File: src/rtl/gat_bram_loader.sv
// gat_bram_loader: host-side writer for the five GAT input BRAMs.
// Parses one framed word stream into five length-prefixed sections
// (H_col_idx, H_value, H_node_info, Weight, a). It drives each BRAM's
// port-A write interface and raises that BRAM's sticky load_done flag.
// Ports:
//   clk, rst                   clock, synchronous active-high reset
//   s_data/s_valid/s_last      input stream word, valid, end-of-frame marker
//   s_ready                    loader accepts words (HDR/DATA states)
//   <bram>_din/_ena/_addra     registered port-A write interface per BRAM
//   <bram>_load_done           sticky "section fully received" flag
//   busy_o                     frame in progress
//   err_o                      sticky framing/overflow error
module gat_bram_loader #(
  parameter int unsigned IN_W              = 32,
  parameter int unsigned COL_IDX_WIDTH     = 11,
  parameter int unsigned VALUE_WIDTH       = 8,
  parameter int unsigned NODE_INFO_WIDTH   = 15,
  parameter int unsigned DATA_WIDTH        = 8,
  parameter int unsigned COL_IDX_DEPTH     = 242,
  parameter int unsigned VALUE_DEPTH       = 242,
  parameter int unsigned NODE_INFO_DEPTH   = 13,
  parameter int unsigned WEIGHT_DEPTH      = 256,
  parameter int unsigned A_DEPTH           = 32,
  localparam int unsigned COL_IDX_ADDR_W   = $clog2(COL_IDX_DEPTH),
  localparam int unsigned VALUE_ADDR_W     = $clog2(VALUE_DEPTH),
  localparam int unsigned NODE_INFO_ADDR_W = $clog2(NODE_INFO_DEPTH),
  localparam int unsigned WEIGHT_ADDR_W    = $clog2(WEIGHT_DEPTH),
  localparam int unsigned A_ADDR_W         = $clog2(A_DEPTH)
) (
  input  logic                        clk,
  input  logic                        rst,
  input  logic [IN_W-1:0]             s_data,
  input  logic                        s_valid,
  output logic                        s_ready,
  input  logic                        s_last,
  output logic [COL_IDX_WIDTH-1:0]    H_col_idx_BRAM_din,
  output logic                        H_col_idx_BRAM_ena,
  output logic [COL_IDX_ADDR_W-1:0]   H_col_idx_BRAM_addra,
  output logic                        H_col_idx_BRAM_load_done,
  output logic [VALUE_WIDTH-1:0]      H_value_BRAM_din,
  output logic                        H_value_BRAM_ena,
  output logic [VALUE_ADDR_W-1:0]     H_value_BRAM_addra,
  output logic                        H_value_BRAM_load_done,
  output logic [NODE_INFO_WIDTH-1:0]  H_node_info_BRAM_din,
  output logic                        H_node_info_BRAM_ena,
  output logic [NODE_INFO_ADDR_W-1:0] H_node_info_BRAM_addra,
  output logic                        H_node_info_BRAM_load_done,
  output logic [DATA_WIDTH-1:0]       Weight_BRAM_din,
  output logic                        Weight_BRAM_ena,
  output logic [WEIGHT_ADDR_W-1:0]    Weight_BRAM_addra,
  output logic                        Weight_BRAM_load_done,
  output logic [DATA_WIDTH-1:0]       a_BRAM_din,
  output logic                        a_BRAM_ena,
  output logic [A_ADDR_W-1:0]         a_BRAM_addra,
  output logic                        a_BRAM_load_done,
  output logic                        busy_o,
  output logic                        err_o
);

  localparam int unsigned N_SEC = 5;
  localparam int unsigned CNT_W = 16;

  typedef enum logic [1:0] {ST_HDR = 2'd0, ST_DATA = 2'd1, ST_DONE = 2'd2} state_e;

  state_e               state_q, state_d;
  logic [2:0]           sec_q, sec_d;
  logic [CNT_W-1:0]     n_q, n_d, idx_q, idx_d;
  logic                 err_q, err_d, busy_q, busy_d;
  logic [N_SEC-1:0]     wr_q, wr_d, pend_q, pend_d, done_q, done_d;

  logic [COL_IDX_WIDTH-1:0]    col_din_q;
  logic [COL_IDX_ADDR_W-1:0]   col_addr_q;
  logic [VALUE_WIDTH-1:0]      val_din_q;
  logic [VALUE_ADDR_W-1:0]     val_addr_q;
  logic [NODE_INFO_WIDTH-1:0]  ni_din_q;
  logic [NODE_INFO_ADDR_W-1:0] ni_addr_q;
  logic [DATA_WIDTH-1:0]       w_din_q;
  logic [WEIGHT_ADDR_W-1:0]    w_addr_q;
  logic [DATA_WIDTH-1:0]       a_din_q;
  logic [A_ADDR_W-1:0]         a_addr_q;

  logic             accept_c, sec_end_c, last_sec_c;
  logic [N_SEC-1:0] sec_oh_c;
  logic [31:0]      depth_c;
  logic [CNT_W-1:0] hdr_n_c;
  logic             unused_c;

  // Header upper bits and data bits above each BRAM width are dropped by design.
  assign unused_c   = ^s_data;
  assign accept_c   = s_valid && (state_q != ST_DONE);
  assign hdr_n_c    = s_data[CNT_W-1:0];
  assign sec_oh_c   = N_SEC'(1) << sec_q;
  assign last_sec_c = (sec_q == 3'd4);

  // Depth of the section currently being loaded.
  always_comb begin
    case (sec_q)
      3'd0:    depth_c = 32'(COL_IDX_DEPTH);
      3'd1:    depth_c = 32'(VALUE_DEPTH);
      3'd2:    depth_c = 32'(NODE_INFO_DEPTH);
      3'd3:    depth_c = 32'(WEIGHT_DEPTH);
      default: depth_c = 32'(A_DEPTH);
    endcase
  end

  // Next-state and write-strobe logic.
  always_comb begin
    state_d   = state_q;
    sec_d     = sec_q;
    n_d       = n_q;
    idx_d     = idx_q;
    err_d     = err_q;
    busy_d    = busy_q;
    wr_d      = '0;
    pend_d    = '0;
    done_d    = done_q | pend_q;
    sec_end_c = 1'b0;

    case (state_q)
      ST_HDR: begin
        if (accept_c) begin
          busy_d = 1'b1;
          n_d    = hdr_n_c;
          idx_d  = '0;
          if (hdr_n_c == '0) begin
            // Empty section completes on its header alone.
            done_d    = done_d | sec_oh_c;
            sec_end_c = 1'b1;
          end else begin
            state_d = ST_DATA;
            if ({16'd0, hdr_n_c} > depth_c) err_d = 1'b1;
            if (s_last) begin
              err_d   = 1'b1;
              state_d = ST_DONE;
            end
          end
        end
      end
      ST_DATA: begin
        if (accept_c) begin
          busy_d = 1'b1;
          // Overflow entries are consumed but not written.
          if ({16'd0, idx_q} < depth_c) wr_d = sec_oh_c;
          idx_d = idx_q + 16'd1;
          if (idx_q == n_q - 16'd1) begin
            // load_done follows the final write pulse by one cycle.
            pend_d    = sec_oh_c;
            sec_end_c = 1'b1;
          end else if (s_last) begin
            err_d   = 1'b1;
            state_d = ST_DONE;
          end
        end
      end
      default: ;
    endcase

    if (sec_end_c) begin
      if (last_sec_c) begin
        state_d = ST_DONE;
        if (!s_last) err_d = 1'b1;
      end else begin
        sec_d   = sec_q + 3'd1;
        state_d = ST_HDR;
        if (s_last) begin
          err_d   = 1'b1;
          state_d = ST_DONE;
        end
      end
    end

    if (state_d == ST_DONE) busy_d = 1'b0;
  end

  // State and write-port registers; din/addra only move on a write.
  always_ff @(posedge clk) begin
    if (rst) begin
      state_q    <= ST_HDR;
      sec_q      <= '0;
      n_q        <= '0;
      idx_q      <= '0;
      err_q      <= 1'b0;
      busy_q     <= 1'b0;
      wr_q       <= '0;
      pend_q     <= '0;
      done_q     <= '0;
      col_din_q  <= '0;
      col_addr_q <= '0;
      val_din_q  <= '0;
      val_addr_q <= '0;
      ni_din_q   <= '0;
      ni_addr_q  <= '0;
      w_din_q    <= '0;
      w_addr_q   <= '0;
      a_din_q    <= '0;
      a_addr_q   <= '0;
    end else begin
      state_q <= state_d;
      sec_q   <= sec_d;
      n_q     <= n_d;
      idx_q   <= idx_d;
      err_q   <= err_d;
      busy_q  <= busy_d;
      wr_q    <= wr_d;
      pend_q  <= pend_d;
      done_q  <= done_d;
      if (wr_d[0]) begin
        col_din_q  <= COL_IDX_WIDTH'(s_data);
        col_addr_q <= COL_IDX_ADDR_W'(idx_q);
      end
      if (wr_d[1]) begin
        val_din_q  <= VALUE_WIDTH'(s_data);
        val_addr_q <= VALUE_ADDR_W'(idx_q);
      end
      if (wr_d[2]) begin
        ni_din_q  <= NODE_INFO_WIDTH'(s_data);
        ni_addr_q <= NODE_INFO_ADDR_W'(idx_q);
      end
      if (wr_d[3]) begin
        w_din_q  <= DATA_WIDTH'(s_data);
        w_addr_q <= WEIGHT_ADDR_W'(idx_q);
      end
      if (wr_d[4]) begin
        a_din_q  <= DATA_WIDTH'(s_data);
        a_addr_q <= A_ADDR_W'(idx_q);
      end
    end
  end

  assign s_ready = (state_q != ST_DONE);
  assign busy_o  = busy_q;
  assign err_o   = err_q;

  assign H_col_idx_BRAM_din         = col_din_q;
  assign H_col_idx_BRAM_ena         = wr_q[0];
  assign H_col_idx_BRAM_addra       = col_addr_q;
  assign H_col_idx_BRAM_load_done   = done_q[0];
  assign H_value_BRAM_din           = val_din_q;
  assign H_value_BRAM_ena           = wr_q[1];
  assign H_value_BRAM_addra         = val_addr_q;
  assign H_value_BRAM_load_done     = done_q[1];
  assign H_node_info_BRAM_din       = ni_din_q;
  assign H_node_info_BRAM_ena       = wr_q[2];
  assign H_node_info_BRAM_addra     = ni_addr_q;
  assign H_node_info_BRAM_load_done = done_q[2];
  assign Weight_BRAM_din            = w_din_q;
  assign Weight_BRAM_ena            = wr_q[3];
  assign Weight_BRAM_addra          = w_addr_q;
  assign Weight_BRAM_load_done      = done_q[3];
  assign a_BRAM_din                 = a_din_q;
  assign a_BRAM_ena                 = wr_q[4];
  assign a_BRAM_addra               = a_addr_q;
  assign a_BRAM_load_done           = done_q[4];

endmodule

File: config.mk
export PLATFORM = sky130hd
export DESIGN_NAME = gat_bram_loader
export DESIGN_NICKNAME = d
export VERILOG_FILES = /design/src/rtl/gat_bram_loader.sv
export SDC_FILE = /design/constraint.sdc
export NUM_CORES = 1
export LEC_CHECK = 0
export BUFFER_PORTS_ARGS = -buffer_cell sky130_fd_sc_hd__clkbuf_2
export CAP_MARGIN = 20
export CORE_MARGIN = 4
export CORE_UTILIZATION = 60
export CTS_BUF_LIST = sky130_fd_sc_hd__clkbuf_4
export CTS_CLUSTER_DIAMETER = 120
export DETAILED_ROUTE_END_ITERATION = 10
export GPL_ROUTABILITY_DRIVEN = 0
export PLACE_DENSITY = 0.83
export RECOVER_POWER = 25
export SLEW_MARGIN = 10
export SYNTH_ARGS = -nofsm -noshare
export SYNTH_HDL_FRONTEND = slang
export SYNTH_SLANG_ARGS = --single-unit
File: constraint.sdc
create_clock -name clk -period 5.72 [get_ports clk]
set_input_delay 0.286 -clock clk [delete_from_list [all_inputs] [get_ports clk]]
set_output_delay 0.286 -clock clk [all_outputs]
set_load 0.02 [all_outputs]
# Yosys cells after proc, flatten, opt, wreduce, memory -nomap -nowiden
# Cells that the tools add are included.
classes:
  n_eq_ne: 10
  n_reduce_logical: 13
  n_shift: 1
  n_addsub: 3
  mux: 37
  n_bitwise: 6
  n_lt_le_gt_ge: 2
ops:
  columns: ["operator", "n"]
  rows:
  - ["$gt A16 B32 Y1", 1]
  - ["$lt A16 B32 Y1", 1]
  - ["$mux W16", 2]
  - ["$pmux W16 S2", 1]
  - ["$mux W5", 6]
  - ["$pmux W9 S3", 1]
  - ["$mux W2", 9]
  - ["$add A16 B1 Y16 const B", 1]
  - ["$eq A16 B16 Y1", 1]
  - ["$logic_not A16 Y1", 1]
  - ["$sub A16 B1 Y16 const B", 1]
  - ["$mux W1", 15]
  - ["$or A5 B5 Y5", 2]
  - ["$eq A3 B2 Y1 const B", 2]
  - ["$ne A2 B2 Y1 const B", 3]
  - ["$reduce_and A2 Y1", 3]
  - ["$reduce_or A2 Y1", 3]
  - ["$shl A1 B3 Y5 const A", 1]
  - ["$not A1 Y1", 4]
  - ["$pmux W1 S2", 2]
  - ["$pmux W2 S2", 1]
  - ["$reduce_or A4 Y1", 1]
  - ["$add A3 B1 Y3 const B", 1]
  - ["$eq A3 B1 Y1 const B", 1]
  - ["8 further kinds", 8]
word_totals:
  ff_bits: 137
  elab_cells: 91
  output_inout_bits: 96

# Logic depth before layout (Yosys ltp)
# Gate-level depths: netlist of the first run.
depth:
  depth_word: 12
  ltp_mapped: 16
  ltp_nobuf: 13

# Worst setup path before layout of the first run
# No wires, ideal clock.
synth_timing:
  path_type: "register -> register"
  startpoint: "register sec_q[0]"
  endpoint: "register col_din_q[3], in the netlist H_col_idx_BRAM_din[3]"
  required_time_ps: 5648
  setup_slack_ps: 2312
  setup_ps: 72
  stages_incl_launch_ff: 16
  synth_period_minus_slack_ps: 3408
  n_path_buf: 4
  arrival_time_ps: 3336
  cell_sequence: "dfxtp_1 inv_1 ha_1 clkbuf_1 o21ai_0 ha_1 a21o_1 a21o_1 a21o_1 a211oi_1 a211o_1 buf_2 nor2b_1 buf_4 buf_4 mux2i_1"
synth_between:
  elab_chain_len: 7
  word_cells_on_any_way: 11
  cone_classes: "order compare (1); eq/ne (3); shift (1); mux (4); reduce/logical (2)"
synth_lines:
  columns: ["element", "line_no", "source"]
  rows:
  - ["start, declared", "66", "logic [2:0] sec_q, sec_d;"]
  - ["start signal, assigned", "179", "sec_q <= '0;"]
  - ["start signal, assigned", "199", "sec_q <= sec_d;"]
  - ["$eq A3 B1 Y1 or $logic_not A3 Y1 (tied branches)", "97", "case (sec_q)"]
  - ["$reduce_or A2 Y1 (no source line)", null, null]
  - ["$pmux W9 S3", "97", null]
  - ["$lt A16 B32 Y1", "143", "if ({16'd0, idx_q} < depth_c) wr_d = sec_oh_c;"]
  - ["$mux W5 (*)", "143", null]
  - ["$mux W5 (*)", "140", "if (accept_c) begin"]
  - ["$mux W5 (*)", "119", "case (state_q)"]
  - ["end signal, assigned", "208", "col_din_q <= COL_IDX_WIDTH'(s_data);"]
  - ["end, declared", "71", "logic [COL_IDX_WIDTH-1:0] col_din_q;"]
# Every way passes the cells marked *; elsewhere a longest branch is shown, timed or not.
# A chain may end at the register's enable or synchronous reset.

# Final worst setup path of the first run
layout_timing:
  startpoint: "register sec_q[2]"
  endpoint: "register a_din_q[6], in the netlist a_BRAM_din[6]"
layout_between:
  elab_chain_len: 7
  word_cells_on_any_way: 11
  cone_classes: "order compare (1); eq/ne (3); shift (1); mux (4); reduce/logical (2)"
layout_lines:
  columns: ["element", "line_no", "source"]
  rows:
  - ["$eq A3 B1 Y1 or $logic_not A3 Y1 (tied branches)", "97", null]
  - ["$reduce_or A2 Y1 (no source line)", null, null]
  - ["$pmux W9 S3", "97", null]
  - ["$lt A16 B32 Y1", "143", null]
  - ["$mux W5 (*)", "143", null]
  - ["$mux W5 (*)", "140", null]
  - ["$mux W5 (*)", "119", null]
  - ["end signal, assigned", "224", "a_din_q <= DATA_WIDTH'(s_data);"]
  - ["end, declared", "79", "logic [DATA_WIDTH-1:0] a_din_q;"]
# Marked as above.

==> results.py, run 1 <==
metrics = {
    "yosys": {
        "ys_seq_area_share_pct": 43.34,
        "synth_edf_count": 0,
        "synthCells": 699,
        "ys_types": 63,
        "synth_fp_nets": 759,
        "synthFlopType": "dfxtp_1",
        "async_flop_share_pct": 0,
        "ys_warn_count": 0,
        "synth.ff_latch_count": 137,
        "syn_avg_cell_area_sq_um": 9.054,
        "synth_area_sq_um": 6329,
    },
    "drt": {
        "vias": 5622,
        "wl_um": 16580,
        "vias_per_cell": 5.820,
        "firstDrtPassIters": 5,
        "wl_per_cell_um": 17.16,
        "drc": 0,
        "drt_iter0_markers": 440,
        "ant_nets": 0,
    },
    "layout": {
        "drive_gt1_share_pct": 13.13,
        "fin_area_sq_um": 7289,
        "diodes": 0,
        "synthToLayoutAreaGrowth_pct": 15.18,
        "regArea_sq_um": 2743,
        "layout.nets": 877,
        "fillers": 808,
        "multi_input_area_sq_um": 3368,
    },
    "worst_setup_path": {
        "start_kind": "register",
        "slowest_stage": "nand3_1",
        "cpPeakStageDelay_ps": 700,
        "crit_fanout": 13,
        "cp-end-kind": "register",
        "r2r-end": "a_BRAM_din[6]",
        "crit_type": "reg2reg",
        "arrival_ps": 4360,
        "regToRegStartpoint": "sec_q[2]",
        "cp_cell_sequence": "inv_1 > ha_1 > inv_1 > a21boi_0 > ha_1 > a21o_1 > a21oi_1 > nand2_1 > a211oi_1 > a211o_1 > nand3_1 > mux2i_1",
        "crit_required_ps": 6170,
        "ff2ff_setup_slack_ps": 1810,
        "ff2ff_path_depth": 12,
    },
    "worst_hold_path": {
        "holdPathEnd": "state_q[1]",
        "hold_class": "in2reg",
        "min_from": "s_valid",
        "hold_depth": 3,
    },
    "run_status": {
        "status": "finished, final reports clean",
    },
    "timing": {
        "max_slew_margin_pct": 36.05,
        "drv_slew": 0,
        "finalCritPeriodShare_pct": 68.39,
        "setup_viol": 0,
        "clock_skew_ps": 19.25,
        "hold_viol_final": 0,
        "worst_pin_slew_ps": 956.9,
        "max_clock_freq_ghz": 0.2556,
        "finalCriticalPeriod_ps": 3912,
        "rsz0062_at_grt": "false",
        "fin_tns_setup_ps": 0,
    },
    "cts": {
        "htree_num_levels": 4,
        "cts_buffers": 17,
        "clkTransAtPathRegs_ps": 120,
        "cts_tree": "done",
        "root_buffer": "clkbuf_4",
        "clk_path_buf_depth": 2,
        "worstSkewPairLatency_ps": 550,
        "clock-sinks": 137,
    },
    "grt": {
        "antenna_found_initial": 0,
        "grt_first_pass_wirelength_um": 27030,
        "overflow": 0,
        "grt_use_total_pct": 27.11,
        "grt_max_degree": 72,
        "grt_pass1_vias": 5525,
    },
    "power": {
        "intPower_uw": 1268,
        "power.density_nw_per_um2": 246.8,
        "swShare_pct": 29.51,
        "seq_power_share_pct": 55.1,
        "static-leakage-power_uw": 0.003278,
        "combPwrFrac_pct": 12.2,
        "p_total_uw": 1799,
        "clock_power_share_pct": 32.7,
        "power_switching_uw": 530.8,
        "peakVddDrop_v": 0.0001387,
    },
    "floorplan": {
        "die_x_um": 110.7,
        "io_pins": 132,
        "core_area_sq_um": 10280,
        "dieArea_sq_um": 12250,
        "die_h_um": 110.7,
        "initial_core_util_pct": 61.58,
        "rows": 37,
    },
    "place": {
        "dp_hpwl_um": 11730,
        "portBuffers": 115,
        "dpl_cell_area_sq_um": 6939,
    },
    "job": {
        "maxCapViolations": 0,
    },
}
## worst max-delay path, delay by kind of cell, from the launching register on
kind	cells	cell delay, ps
flip-flops	1	500
multiplexers	1	390
AND/OR/NAND/NOR	2	780
buffers and inverters	2	450
adder cells (fa/ha/maj)	2	530
AO/OA/AOI/OAI	5	1170
## area by class of cell
class	count	share of cell area (%)
clock inverters	15	1.751
well taps	136	2.334
flip-flops and latches	137	37.62
multi-input cells	510	46.21
inverters	16	0.8239
clock buffers	17	1.751
repair buffers	135	9.509
## metal layers
layer  track usage (%)  vias to the layer above  wire length, um
met5                 0                        -                0
met4             12.23                        0              555
met3             7.424                       60             1114
met2             45.31                      234             7905
met1             32.52                     2671             7002
li1                  -                     2657                -
## placed cells by master (no fill, tap or decap), types with 6 or more instances in the layout
cell type,count
a211oi_1,7
a21o_1,7
a21oi_1,32
clkbuf_1,58
clkbuf_2,57
clkbuf_4,17
dfxtp_1,137
dlygate4sd3_1,16
ha_1,24
inv_1,15
mux2i_1,85
nand2_1,162
nand3_1,10
nand4_1,7
nor2_1,38
nor2b_1,6
nor3_1,8
nor4_1,7
o21ai_0,11
or3_1,8
or4_1,6
xnor2_1,17
xor2_1,13
## metrics by stage
step | std cells | util, % | setup slack [ps] | hold slack, ps
global route | 966 | 70.93 | 1706 | 48.51
finish | 966 | 70.93 | 1808 | 44.97
detailed placement | 917 | 67.52 | 2049 | 442.7
CTS | 965 | 71.56 | 1962 | 20.53
global placement | 917 | 67.52 | 2174 | 425.5
floorplan | 699 | - | 2312 | 415.9
## flip-flops by register name, indices dropped and copies added, names as in the netlist, 8 cells and up
name / count
H_value_BRAM_din: 8
a_BRAM_din: 8
idx_q: 16
H_node_info_BRAM_din: 15
n_q: 16
H_value_BRAM_addra: 8
H_col_idx_BRAM_addra: 8
Weight_BRAM_addra: 8
H_col_idx_BRAM_din: 11
Weight_BRAM_din: 8
## power by group through the flow
stage | clock network (uW) | logic (uW) | registers (uW)
4_1_cts | 591 | 215 | 991
3_5_place_dp | 0 | 205 | 1010
2_1_floorplan | 0 | 154 | 1010
6_report | 588 | 219 | 992
3_3_place_gp | 0 | 198 | 1010
5_1_grt | 637 | 238 | 995
## Yosys cell counts, types with 10 or more instances
cell | n | area, sq um
inv_1 | 15 | 56.30
dfxtp_1 | 137 | 2743
nor2_1 | 38 | 142.6
a21oi_1 | 32 | 160.2
clkbuf_1 | 27 | 101.4
xnor2_1 | 17 | 148.9
xor2_1 | 13 | 113.9
ha_1 | 24 | 300.3
o21ai_0 | 11 | 55.05
nand3_1 | 10 | 50.05
nand2_1 | 162 | 608.1
mux2i_1 | 85 | 850.8
## what timing repair did
action | 4_1_cts | 5_1_grt
buffers inserted | 0 | 0
hold buffers | 16 | 0
hold endpoints to repair | 20 | 0
gates resized for setup | 0 | 0
endpoints found under the setup margin | 0 | 0
## logic make-up after synthesis
kind of cell,after synthesis,share of synthesized area (%)
compound gates,90,9.925
xor+xnor,30,4.152
fa+ha+maj,24,4.745
buf+inv,52,3.479
flops,137,43.34
mux,86,13.62
simple gates,280,20.74
## worst max path at each step
stage | slack [ps] | endpoint | cells after the start | start
2_1_floorplan | 2310 | H_col_idx_BRAM_din[3] | 15 | sec_q[0]
3_3_place_gp | 2170 | a_BRAM_din[1] | 12 | sec_q[2]
3_5_place_dp | 2050 | a_BRAM_addra[4] | 12 | sec_q[2]
4_1_cts | 1960 | a_BRAM_din[6] | 12 | sec_q[2]
5_1_grt | 1710 | a_BRAM_din[6] | 12 | sec_q[2]
6_report | 1810 | a_BRAM_din[6] | 12 | sec_q[2]
No activity file was read; power rests on OpenSTA's default activity.
==> run 2: changes to the inputs <==
Settings changed: CORE_UTILIZATION 60 to 51, PLACE_DENSITY 0.83 to 0.75.
Clock period 5.72 ns to 3.2 ns, I/O delays scaled along.
==> run 2 against run 1 <==
Die area grew 16%. Largest power group unchanged. Combinational power rose by 86%. Via count shrank 1.2%. Utilization fell by 8.2 points. Worst setup slack got worse by 1600 ps. Power grew 84%. Clock skew barely moved. Fmax grew 30%. First-iteration DRC count is 6.4% lower. Largest cell class unchanged. Clock power rose by 92%. Sequential power up 78%. Critical path depth is the same.
==> results.py, run 2 (synthesis results as in run 1) <==
metrics = {
    "worst_setup_path": {
        "start_kind": "register",
        "crit_fanout": 19,
        "cp-endpoint": "H_col_idx_BRAM_din[6]",
        "regToRegStartpoint": "sec_q[0]",
        "cp-end-kind": "register",
        "arrival_ps": 3470,
        "crit_type": "reg2reg",
        "critPathLaunch": "sec_q[0]",
        "crit_required_ps": 3660,
        "ff2ff_setup_slack_ps": 190,
        "ff2ff_path_depth": 12,
        "r2r-end": "H_col_idx_BRAM_din[6]",
    },
    "layout": {
        "final_cell_mix": "nand2_1 (162), dfxtp_1 (137), mux2i_1 (85), clkbuf_1 (58), clkbuf_2 (57)",
        "layout.nets": 897,
        "diodes": 0,
        "synthToLayoutAreaGrowth_pct": 19.49,
        "final_util_pct": 62.70,
        "final_common_cell": "nand2_1",
        "drive_gt1_share_pct": 15.29,
    },
    "floorplan": {
        "die_h_um": 119.4,
        "rows": 40,
        "dieArea_sq_um": 14260,
        "core_area_sq_um": 12060,
        "die_x_um": 119.4,
        "io_pins": 132,
        "initial_core_util_pct": 52.47,
    },
    "timing": {
        "finalCritPeriodShare_pct": 94.10,
        "max_clock_freq_ghz": 0.3321,
        "max_slew_margin_pct": 53.73,
        "fin_tns_setup_ps": 0,
        "drv_slew": 0,
        "hold_viol_final": 0,
        "setup_viol": 0,
        "clock_skew_ps": 19.07,
        "worst_pin_slew_ps": 692.4,
        "finalCriticalPeriod_ps": 3011,
        "rsz0062_at_grt": "false",
    },
    "drt": {
        "ant_nets": 0,
        "firstDrtPassIters": 5,
        "drt_iter0_markers": 412,
        "wl_per_cell_um": 15.86,
        "vias": 5552,
        "vias_per_cell": 5.454,
        "drc": 0,
        "wl_um": 16150,
    },
    "grt": {
        "grt_pass1_vias": 5438,
        "overflow": 0,
        "grt_use_total_pct": 23.18,
        "grt_max_degree": 39,
        "grt_first_pass_wirelength_um": 26770,
        "antenna_found_initial": 0,
    },
    "power": {
        "power_switching_uw": 927.3,
        "seq_power_share_pct": 53.5,
        "clock_power_share_pct": 34.2,
        "swShare_pct": 28.01,
        "intPower_uw": 2384,
        "static-leakage-power_uw": 0.003422,
        "power.density_nw_per_um2": 437.8,
        "peakVddDrop_v": 0.0001957,
        "combPwrFrac_pct": 12.3,
    },
    "cts": {
        "clock-sinks": 137,
        "root_buffer": "clkbuf_4",
        "worstSkewPairLatency_ps": 540,
        "htree_num_levels": 4,
        "clk_path_buf_depth": 2,
        "cts_buffers": 17,
        "cts_tree": "done",
        "clkTransAtPathRegs_ps": 120,
    },
    "worst_hold_path": {
        "hold_class": "in2reg",
    },
    "job": {
        "maxCapViolations": 0,
    },
    "run_status": {
        "status": "finished, final reports clean",
    },
    "place": {
        "portBuffers": 115,
        "dp_hpwl_um": 12190,
    },
}
-- run 2: changes by cell type in the layout (fill, tap and decap cells not counted), sizes merged --
cell         before  now
buf               4   23
clkinvlp          4    1
clkbuf          132  134
bufinv            1    2
clkinv            7    6
dlygate4sd3      16   17
inv              19   20
-- run 2: how the worst min path moves through the flow --
| stage | start | to | cells past startpoint | slack (ps) |
|---|---|---|---|---|
| floorplan | s_data[2] | n_q[2] | 2 | 300 |
| finish | s_last | err_o | 4 | 80 |
| global route | s_last | err_o | 4 | 70 |
| CTS | s_last | err_o | 4 | 30 |
| global placement | s_data[15] | n_q[15] | 3 | 400 |
| detailed placement | s_data[15] | n_q[15] | 3 | 420 |
-- run 2: critical path, stage by stage, from the launching register on --
cell and delay, ps:
dfxtp_1 390, ha_1 160, ha_1 200, inv_1 160, ha_1 210, or4_1 430, nor3_1 260, nand2_1 90
a211oi_1 220, a211o_1 180, nor2b_2 200, buf_12 190, mux2i_1 220
-- run 2: metrics by stage --
stage | power, uW | worst slack [ps] | instance area (sq um) | hold WS (ps) | instances
6_report | 3311 | 188.9 | 7562 | 81.90 | 1018
5_1_grt | 3459 | 4.520 | 7562 | 69.00 | 1018
4_1_cts | 3331 | 109.0 | 7620 | 33.87 | 1016
3_5_place_dp | 2193 | 135.1 | 7164 | 415.5 | 967
3_3_place_gp | 2182 | 286.3 | 7164 | 404.1 | 967
2_1_floorplan | 2085 | 15.40 | 6329 | 296.0 | 699
-- run 2: metal layers --
layer	wire, um	share of wire, %	track usage, %	up-vias
met2	7750	48	38.89	172
met4	325	2.0	7.373	0
met3	877	5.4	5.935	27
met5	0	0	0	-
li1	-	-	-	2699
met1	7197	45	29.20	2654
-- run 2: cell type report --
cell class	count	area, sq um
clock buffer	19	142.6
clock inverter	13	142.6
fill	1047	4499
inverter	16	60.06
multi-input combinational	510	3368
sequential	137	2743
tap	168	210.2
timing repair buffer	155	895.9
-- run 2: power by group through the flow --
stage | clock [uW] | sequential (uW) | combinational [uW]
after floorplan | 0 | 1810 | 275
after CTS | 1160 | 1770 | 402
after global placement | 0 | 1810 | 373
final | 1130 | 1770 | 407
after global routing | 1240 | 1780 | 445
after detailed placement | 0 | 1810 | 383
-- run 2: timing repair --
action                                 in CTS  in global routing
setup endpoints to repair                   0                 20
resized for setup                           0                  1
buffers inserted                            0                  2
endpoints found under the hold margin      33                  0
hold buffers                               17                  0
